## src/rtl/div_issue_seq.sv

```systemverilog
// Request/response sequencer wrapped around the multi-cycle unsigned divider.
// It converts signed operands to magnitudes, restores the result signs, and handles divide-by-zero and divider timeout.
module div_issue_seq #(
    parameter int unsigned WIDTH   = 32,
    parameter int unsigned TIMEOUT = 64
) (
    input  logic             clk,
    input  logic             reset,
    input  logic             req_valid,
    output logic             req_ready,
    input  logic             req_signed,
    input  logic [WIDTH-1:0] req_dividend,
    input  logic [WIDTH-1:0] req_divisor,
    output logic             rsp_valid,
    input  logic             rsp_ready,
    output logic [WIDTH-1:0] rsp_quotient,
    output logic [WIDTH-1:0] rsp_remainder,
    output logic             rsp_dz,
    output logic             rsp_timeout,
    output logic [WIDTH-1:0] div_dividend,
    output logic [WIDTH-1:0] div_divisor,
    output logic             div_run,
    input  logic             div_ready,
    input  logic [WIDTH-1:0] div_quotient,
    input  logic [WIDTH-1:0] div_remainder
);

    localparam int unsigned CW = $clog2(TIMEOUT + 1);

    typedef enum logic [2:0] {
        S_IDLE,
        S_ISSUE,
        S_WAIT,
        S_FIX,
        S_DONE
    } state_t;

    state_t           state;
    logic             sq;
    logic             sr;
    logic [CW-1:0]    wait_cnt;
    logic [WIDTH-1:0] q_raw;
    logic [WIDTH-1:0] r_raw;
    logic             neg_a;
    logic             neg_b;
    logic [WIDTH-1:0] mag_a;
    logic [WIDTH-1:0] mag_b;

    always_comb begin
        neg_a = req_signed & req_dividend[WIDTH-1];
        neg_b = req_signed & req_divisor[WIDTH-1];
        mag_a = neg_a ? (-req_dividend) : req_dividend;
        mag_b = neg_b ? (-req_divisor)  : req_divisor;
    end

    always_ff @(posedge clk or negedge reset) begin
        if (!reset) begin
            state         <= S_IDLE;
            req_ready     <= 1'b1;
            rsp_valid     <= 1'b0;
            rsp_quotient  <= '0;
            rsp_remainder <= '0;
            rsp_dz        <= 1'b0;
            rsp_timeout   <= 1'b0;
            div_dividend  <= '0;
            div_divisor   <= '0;
            div_run       <= 1'b0;
            sq            <= 1'b0;
            sr            <= 1'b0;
            wait_cnt      <= '0;
            q_raw         <= '0;
            r_raw         <= '0;
        end else begin
            div_run <= 1'b0;
            case (state)
                S_IDLE: begin
                    if (req_valid) begin
                        sq          <= neg_a ^ neg_b;
                        sr          <= neg_a;
                        rsp_dz      <= 1'b0;
                        rsp_timeout <= 1'b0;
                        req_ready   <= 1'b0;
                        if (req_divisor == '0) begin
                            rsp_quotient  <= '1;
                            rsp_remainder <= req_dividend;
                            rsp_dz        <= 1'b1;
                            rsp_valid     <= 1'b1;
                            state         <= S_DONE;
                        end else begin
                            div_dividend <= mag_a;
                            div_divisor  <= mag_b;
                            div_run      <= 1'b1;
                            state        <= S_ISSUE;
                        end
                    end
                end
                S_ISSUE: begin
                    wait_cnt <= '0;
                    state    <= S_WAIT;
                end
                S_WAIT: begin
                    // wait_cnt==0 marks the first WAIT cycle, where div_ready may be left over from the previous op
                    if (wait_cnt != '0 && div_ready) begin
                        q_raw <= div_quotient;
                        r_raw <= div_remainder;
                        state <= S_FIX;
                    end else if (wait_cnt == CW'(TIMEOUT - 1)) begin
                        rsp_quotient  <= '0;
                        rsp_remainder <= '0;
                        rsp_timeout   <= 1'b1;
                        rsp_valid     <= 1'b1;
                        state         <= S_DONE;
                    end else begin
                        wait_cnt <= wait_cnt + CW'(1);
                    end
                end
                S_FIX: begin
                    rsp_quotient  <= sq ? (-q_raw) : q_raw;
                    rsp_remainder <= sr ? (-r_raw) : r_raw;
                    rsp_valid     <= 1'b1;
                    state         <= S_DONE;
                end
                S_DONE: begin
                    if (rsp_ready) begin
                        rsp_valid <= 1'b0;
                        req_ready <= 1'b1;
                        state     <= S_IDLE;
                    end
                end
                default: begin
                    rsp_valid <= 1'b0;
                    req_ready <= 1'b1;
                    state     <= S_IDLE;
                end
            endcase
        end
    end

endmodule

```

## config.mk

```make
export PLATFORM = sky130hd
export DESIGN_NAME = div_issue_seq
export DESIGN_NICKNAME = d
export VERILOG_FILES = /design/src/rtl/div_issue_seq.sv
export SDC_FILE = /design/constraint.sdc
export NUM_CORES = 1
export LEC_CHECK = 0
export BUFFER_PORTS_ARGS = -buffer_cell sky130_fd_sc_hd__buf_2
export CORE_MARGIN = 1.5
export CORE_UTILIZATION = 54
export DETAILED_ROUTE_END_ITERATION = 12
export GPL_TIMING_DRIVEN = 1
export PLACE_DENSITY_LB_ADDON = 0.08
export SLEW_MARGIN = 20
export SYNTH_ARGS = -nofsm -noshare
export SYNTH_HDL_FRONTEND = slang
export SYNTH_SLANG_ARGS = --single-unit
```

## constraint.sdc

```tcl
create_clock -name clk -period 3.3 [get_ports clk]
set_input_delay 0.33 -clock clk [delete_from_list [all_inputs] [get_ports clk]]
set_output_delay 0.33 -clock clk [all_outputs]
set_load 0.05 [all_outputs]
```

### After elaboration in Yosys (flattened, before gate mapping)

Cells that the tools add are included.

* register bits after elaboration: 209
* input port bits: 134
* output and inout port bits: 133
* word-level logic and storage cells: 90

* add/sub/neg operators: 5
* equality and inequality tests: 12
* mux-type cells: 35
* bitwise logic cells: 6
* reductions and logical operators: 17

Operators by type and width (number)
* two-way mux 32 bit: 10
* one-hot mux 32 bit (3 select lines): 2
* negation 32 bit: 4
* zero test 32 bit: 1
* two-way mux 3 bit: 5
* one-hot mux 3 bit (5 select lines): 1
* two-way mux 7 bit: 2
* one-hot mux 7 bit (2 select lines): 1
* inequality test 2 bit, second input constant: 6
* AND reduction 3 bit: 4
* two-way mux 1 bit: 11
* adder 7 x 1 -> 7 bit, second input constant: 1
* equality test 7 x 6 -> 1 bit, second input constant: 1
* nonzero test 7 bit: 1
* equality test 3 x 2 -> 1 bit, second input constant: 2
* AND reduction 6 bit: 1
* one-hot mux 1 bit (5 select lines): 1
* AND reduction 5 bit: 1
* AND reduction 2 bit: 2
* AND reduction 4 bit: 1
* nonzero test 2 bit: 2
* equality test 3 x 1 -> 1 bit, second input constant: 1
* equality test 3 bit, second input constant: 1
* zero test 3 bit: 1
* 9 further kinds: 12

### Depth between registers and ports, before layout

* depth in word-level cells: 4
* mapped depth: 10
* mapped depth without buffers: 8

### Worst setup path after synthesis

OpenSTA, ideal clock, no wires.

* kind: reg2reg
* start: register wait_cnt[0]
* end: register q_raw[0]
* setup time: 125 ps
* arrival time: 2198 ps
* required time: 3175 ps
* path slack: 978 ps
* cell stages (with the launch flop): 8
* path buffers: 1
* clock period less this slack: 2322 ps
* cells stage by stage: dfrtp_1 inv_1 ha_1 or4b_2 o31a_1 nand2_1 buf_2 mux2_2

* cells in the longest elaborated chain, start to end: 3

Ends and longest elaborated chain
* start, declared: RTL line 41 `logic [CW-1:0] wait_cnt;`
* start signal, assigned: RTL line 114 `wait_cnt <= wait_cnt + CW'(1);`
* nonzero test 7 bit: RTL line 103 `if (wait_cnt != '0 && div_ready) begin`
* logical AND 1 bit: RTL line 103
* AND reduction 2 bit (no line)
* end signal, assigned: RTL line 104 `q_raw <= div_quotient;`
* end, declared: RTL line 42 `logic [WIDTH-1:0] q_raw;`

Every way passes these cells.
A chain may end at the register's enable or synchronous reset.

### Final worst setup path

* start: register wait_cnt[0]
* end: register q_raw[4]

The elaborated chain is that of the path after synthesis.

==> summary.md <==
| Metric | Value |
|---|---|
| Highest-delay cell along the critical path | or4b_2 |
| Ys async rst share | 100% |
| Layout cell share with drive strength beyond 1 | 29.2% |
| Setup CP Type | flop to flop |
| Worst skew pair latency | 0.52 ns |
| CTS clk-pin slew, worst paths | 0.06 ns |
| Fmax | 385 MHz |
| IO Port Bufs | 266 |
| Setup TNS | 0 ns |
| Layout Cells excl Fill | 1673 |
| Detailed Place HPWL | 21500 um |
| Final-report hold violation count | 0 |
| Multi-input gate area | 5390 um^2 |
| Synth Net Count | 1274 |
| Residual DRC count | 0 |
| Clock network power share | 17.9% |
| H-tree Lvls | 1 |
| Synth Instances | 1134 |
| Postcts setup bufs | 0 |
| VDD IR max | 0.634 mV |
| GR Util All Layers | 27.9% |
| Multiplexer area fraction after synthesis | 7.45% |
| Setup Viol. Count Final | 0 |
| Number of vias per cell | 5.68 |
| Synth Area in Simple Gates | 15.5% |
| Reg-to-Reg Start | wait_cnt[0]$_DFFE_PN0P_ |
| #FFs+latches synth | 209 |
| Via Count | 9507 |
| Die ar. | 21100 um^2 |
| DR WL/cell | 17.8 um |
| Vias in the first global route | 9002 |
| Final WS setup | 0.703 ns |
| Syn Std Cell Area | 10900 um^2 |
| Max-cap viol count | 0 |
| Crit-path cells | inv_1 > ha_1 > or4b_2 > o31a_1 > nand2_2 > buf_12 > mux2_2 |
| Critical Path Fanout Max | 31 |
| Synth cell count leaders | 208 x dfrtp_1, 183 x nor2_1, 148 x a21oi_1, 69 x xnor2_1, 66 x mux2_2 |
| Routed WL | 29800 um |
| Rel. slew slack | 31.8% |
| Critical path launch point type | flop |
| Internal power | 7.98 mW |
| Synth cell types | 57 |
| Die width | 145 um |
| Status | finished, final reports clean |
| Number of enable flip-flop cells after synthesis | 0 |
| WP data arrival | 2.99 ns |
| Post-Syn Area per Cell | 9.65 um^2 |
| Post-Synth Adder-Cell Area | 0.686% |
| Clock buffer depth | 3 |
| Slew @ Worst Pin | 1.02 ns |
| Reg area | 5230 um^2 |
| Core Area | 19700 um^2 |
| Yosys warning count | 0 |
| Num rows | 51 |
| Most numerous cell in the Yosys netlist | dfrtp_1 |
| Clock sinks | 209 |
| Gr ovfl total | 0 |
| Initial antenna violation count | 2 |
| Gpl congestion | 0.896 |
| Switching Fraction | 48.7% |
| First-pass GRT wire length | 47900 um |
| Final Skew | 0.0153 ns |
| TritonCTS buffer count | 24 |
| Synth Area in Compound Gates | 16.0% |
| Tcrit/Tclk final | 78.7% |
| Top Ports | 267 |
| Hold crit path type | primary input to flop |
| Nets@finish | 1529 |
| Synth area leader | dfrtp_1 |
| Flop pwr share | 31.9% |
| Drt pass-1 iters | 7 |
| Post-synthesis sequential area ratio | 47.8% |
| Switch Pwr | 7.57 mW |
| Post-synthesis xor/xnor area fraction | 9.45% |
| 1st-iter DRT viols | 618 |
| Cts repair resizes | 0 |
| Placed cell count | 1627 |
| Worst hold start | div_remainder[22] |
| PD cells | 1160 nW/um^2 |
| Clock Tree Root | clkbuf_16 |
| Final Slew Violations | 0 |
| Top FF cell, synth | dfrtp_1 |
| CP peak stage delay | 0.58 ns |
| Combinational family with the most area after synthesis | compound AO/OA/AOI/OAI gates |
| Synthesis-to-layout area growth | 23.1% |
| RSZ-0062 raised after global routing | no |
| Worst Setup SP | wait_cnt[0]$_DFFE_PN0P_ |
| Initial core utilization | 55.7% |
| Dominant cells by area after synthesis | dfrtp_1 48%, mux2_2 6.8%, a21oi_1 6.8%, nor2_1 6.3%, xnor2_1 5.5% |
| Die Ht | 145 um |
| Post-synth top area share | 47.6% |
| Post-route ant nets | 0 |
| CP endpoint kind | flop |
| Combinational share of power | 50.2% |
| Largest net degree at the start of global routing | 76 |
| Shortest period the worst path allows | 2.60 ns |
| Post-place setup slack | 0.550 ns |
| Leakage | 5.84 nW |
| CTS tree | done |
| # fillers | 1662 |
| Critical Path RT | 3.70 ns |
| CTS Hold Bufs | 1 |
flip-flops by register name, summed over array words and instances (netlist names):
signal / cells
r_raw: 32
state: 3
sq: 1
div_dividend: 32
rsp_quotient: 32
req_ready: 1
div_run: 1
sr: 1
div_divisor: 32
rsp_timeout: 1
rsp_dz: 1
wait_cnt: 7
q_raw: 32
rsp_valid: 1
rsp_remainder: 32
power by group through the flow:
stage          Sequential [mW]  Clock, mW  Combinational [mW]
6_report                  4.96       2.79                7.81
5_1_grt                   5.14       2.94                8.35
4_1_cts                   4.94       2.84                7.82
3_5_place_dp              4.97          0                7.78
3_3_place_gp              4.93          0                7.64
2_1_floorplan             7.44          0                3.23
per-stage QoR:
| stage | instance area (um^2) | power, mW | hold slack, ns | util, % |
|---|---|---|---|---|
| after global placement | 12600 | 12.6 | 0.398 | 64.2 |
| after global routing | 13500 | 16.4 | 0.0366 | 68.5 |
| after detailed placement | 12600 | 12.7 | 0.397 | 64.2 |
| after CTS | 13500 | 15.6 | 0.0356 | 68.5 |
| final | 13500 | 15.6 | 0.0364 | 68.5 |
| after floorplan | 10900 | 10.7 | 0.0344 | - |
critical path: cells and delay by family (launching register included):
kind                       cells  cell delay [ns]
and+or+nand+nor                2             0.92
DFF                            1             0.42
muxes                          1             0.36
buffers and inverters          2             0.33
AOI/OAI and AO/OA              1             0.30
adders and majority gates      1             0.13
path summary, 6_finish.rpt:
| check | end | slack [ns] | cells after the start |
|---|---|---|---|
| setup reg to reg | q_raw[4]$_DFFE_PN0P_ | 0.70 | 7 |
| setup / recovery | q_raw[4]$_DFFE_PN0P_ | 0.70 | 7 |
| hold reg to reg | rsp_valid$_DFFE_PN0P_ | 0.47 | 1 |
| min in group asynchronous | div_dividend[20]$_DFFE_PN0P_ | 0.42 | 2 |
| hold / removal | r_raw[22]$_DFFE_PN0P_ | 0.04 | 2 |
| max in group asynchronous | rsp_quotient[17]$_DFFE_PN0P_ | 2.01 | 3 |
cells by family after synthesis:
family	after synthesis
compound gates	292
xor+xnor	118
flops	209
fa+ha+maj	6
buf+inv	82
mux	73
simple gates	354
cells in the final DEF, fill, tap and decap left out, types with 3 or more instances in the layout:
cell type and instances:
a211oi_1 3, a21oi_1 148, a22oi_1 26, a31oi_1 17, and2_1 4, buf_12 6
buf_2 265, buf_4 16, bufinv_16 3, clkbuf_1 4, clkbuf_16 25, clkbuf_8 7
clkinv_2 5, dfrtp_1 208, ha_1 6, inv_1 22, mux2_2 66, mux2i_1 6
nand2_1 54, nand2b_1 12, nand3_1 10, nand4_1 8, nor2_1 182, nor3_1 18
nor3b_1 4, nor4_1 16, o21a_1 3, o21ai_0 39, o31a_1 3, o31ai_1 21
o41ai_1 23, or2_2 4, or3_1 4, or4_1 15, xnor2_1 69, xor2_1 49
metal layers:
| metal | global-route usage (%) | vias to the layer above | part of all wire, % | wire (um) |
|---|---|---|---|---|
| met3 | 5.92 | 45 | 7.4 | 2210 |
| met5 | 0 | - | 0.040 | 12 |
| met1 | 40.3 | 4569 | 46 | 13600 |
| met4 | 6.22 | 2 | 1.9 | 562 |
| li1 | - | 4558 | - | - |
| met2 | 43.3 | 333 | 45 | 13400 |
cell type report:
cell class | count | area share, %
Antenna cell | 2 | 0.0372
Clock buffer | 35 | 5.37
Clock inverter | 8 | 0.855
Inverter | 22 | 0.613
Multi-Input combinational cell | 843 | 40.0
Sequential cell | 209 | 38.9
Tap cell | 265 | 2.46
Timing Repair Buffer | 289 | 11.8
No activity file was read; power rests on OpenSTA's default activity.
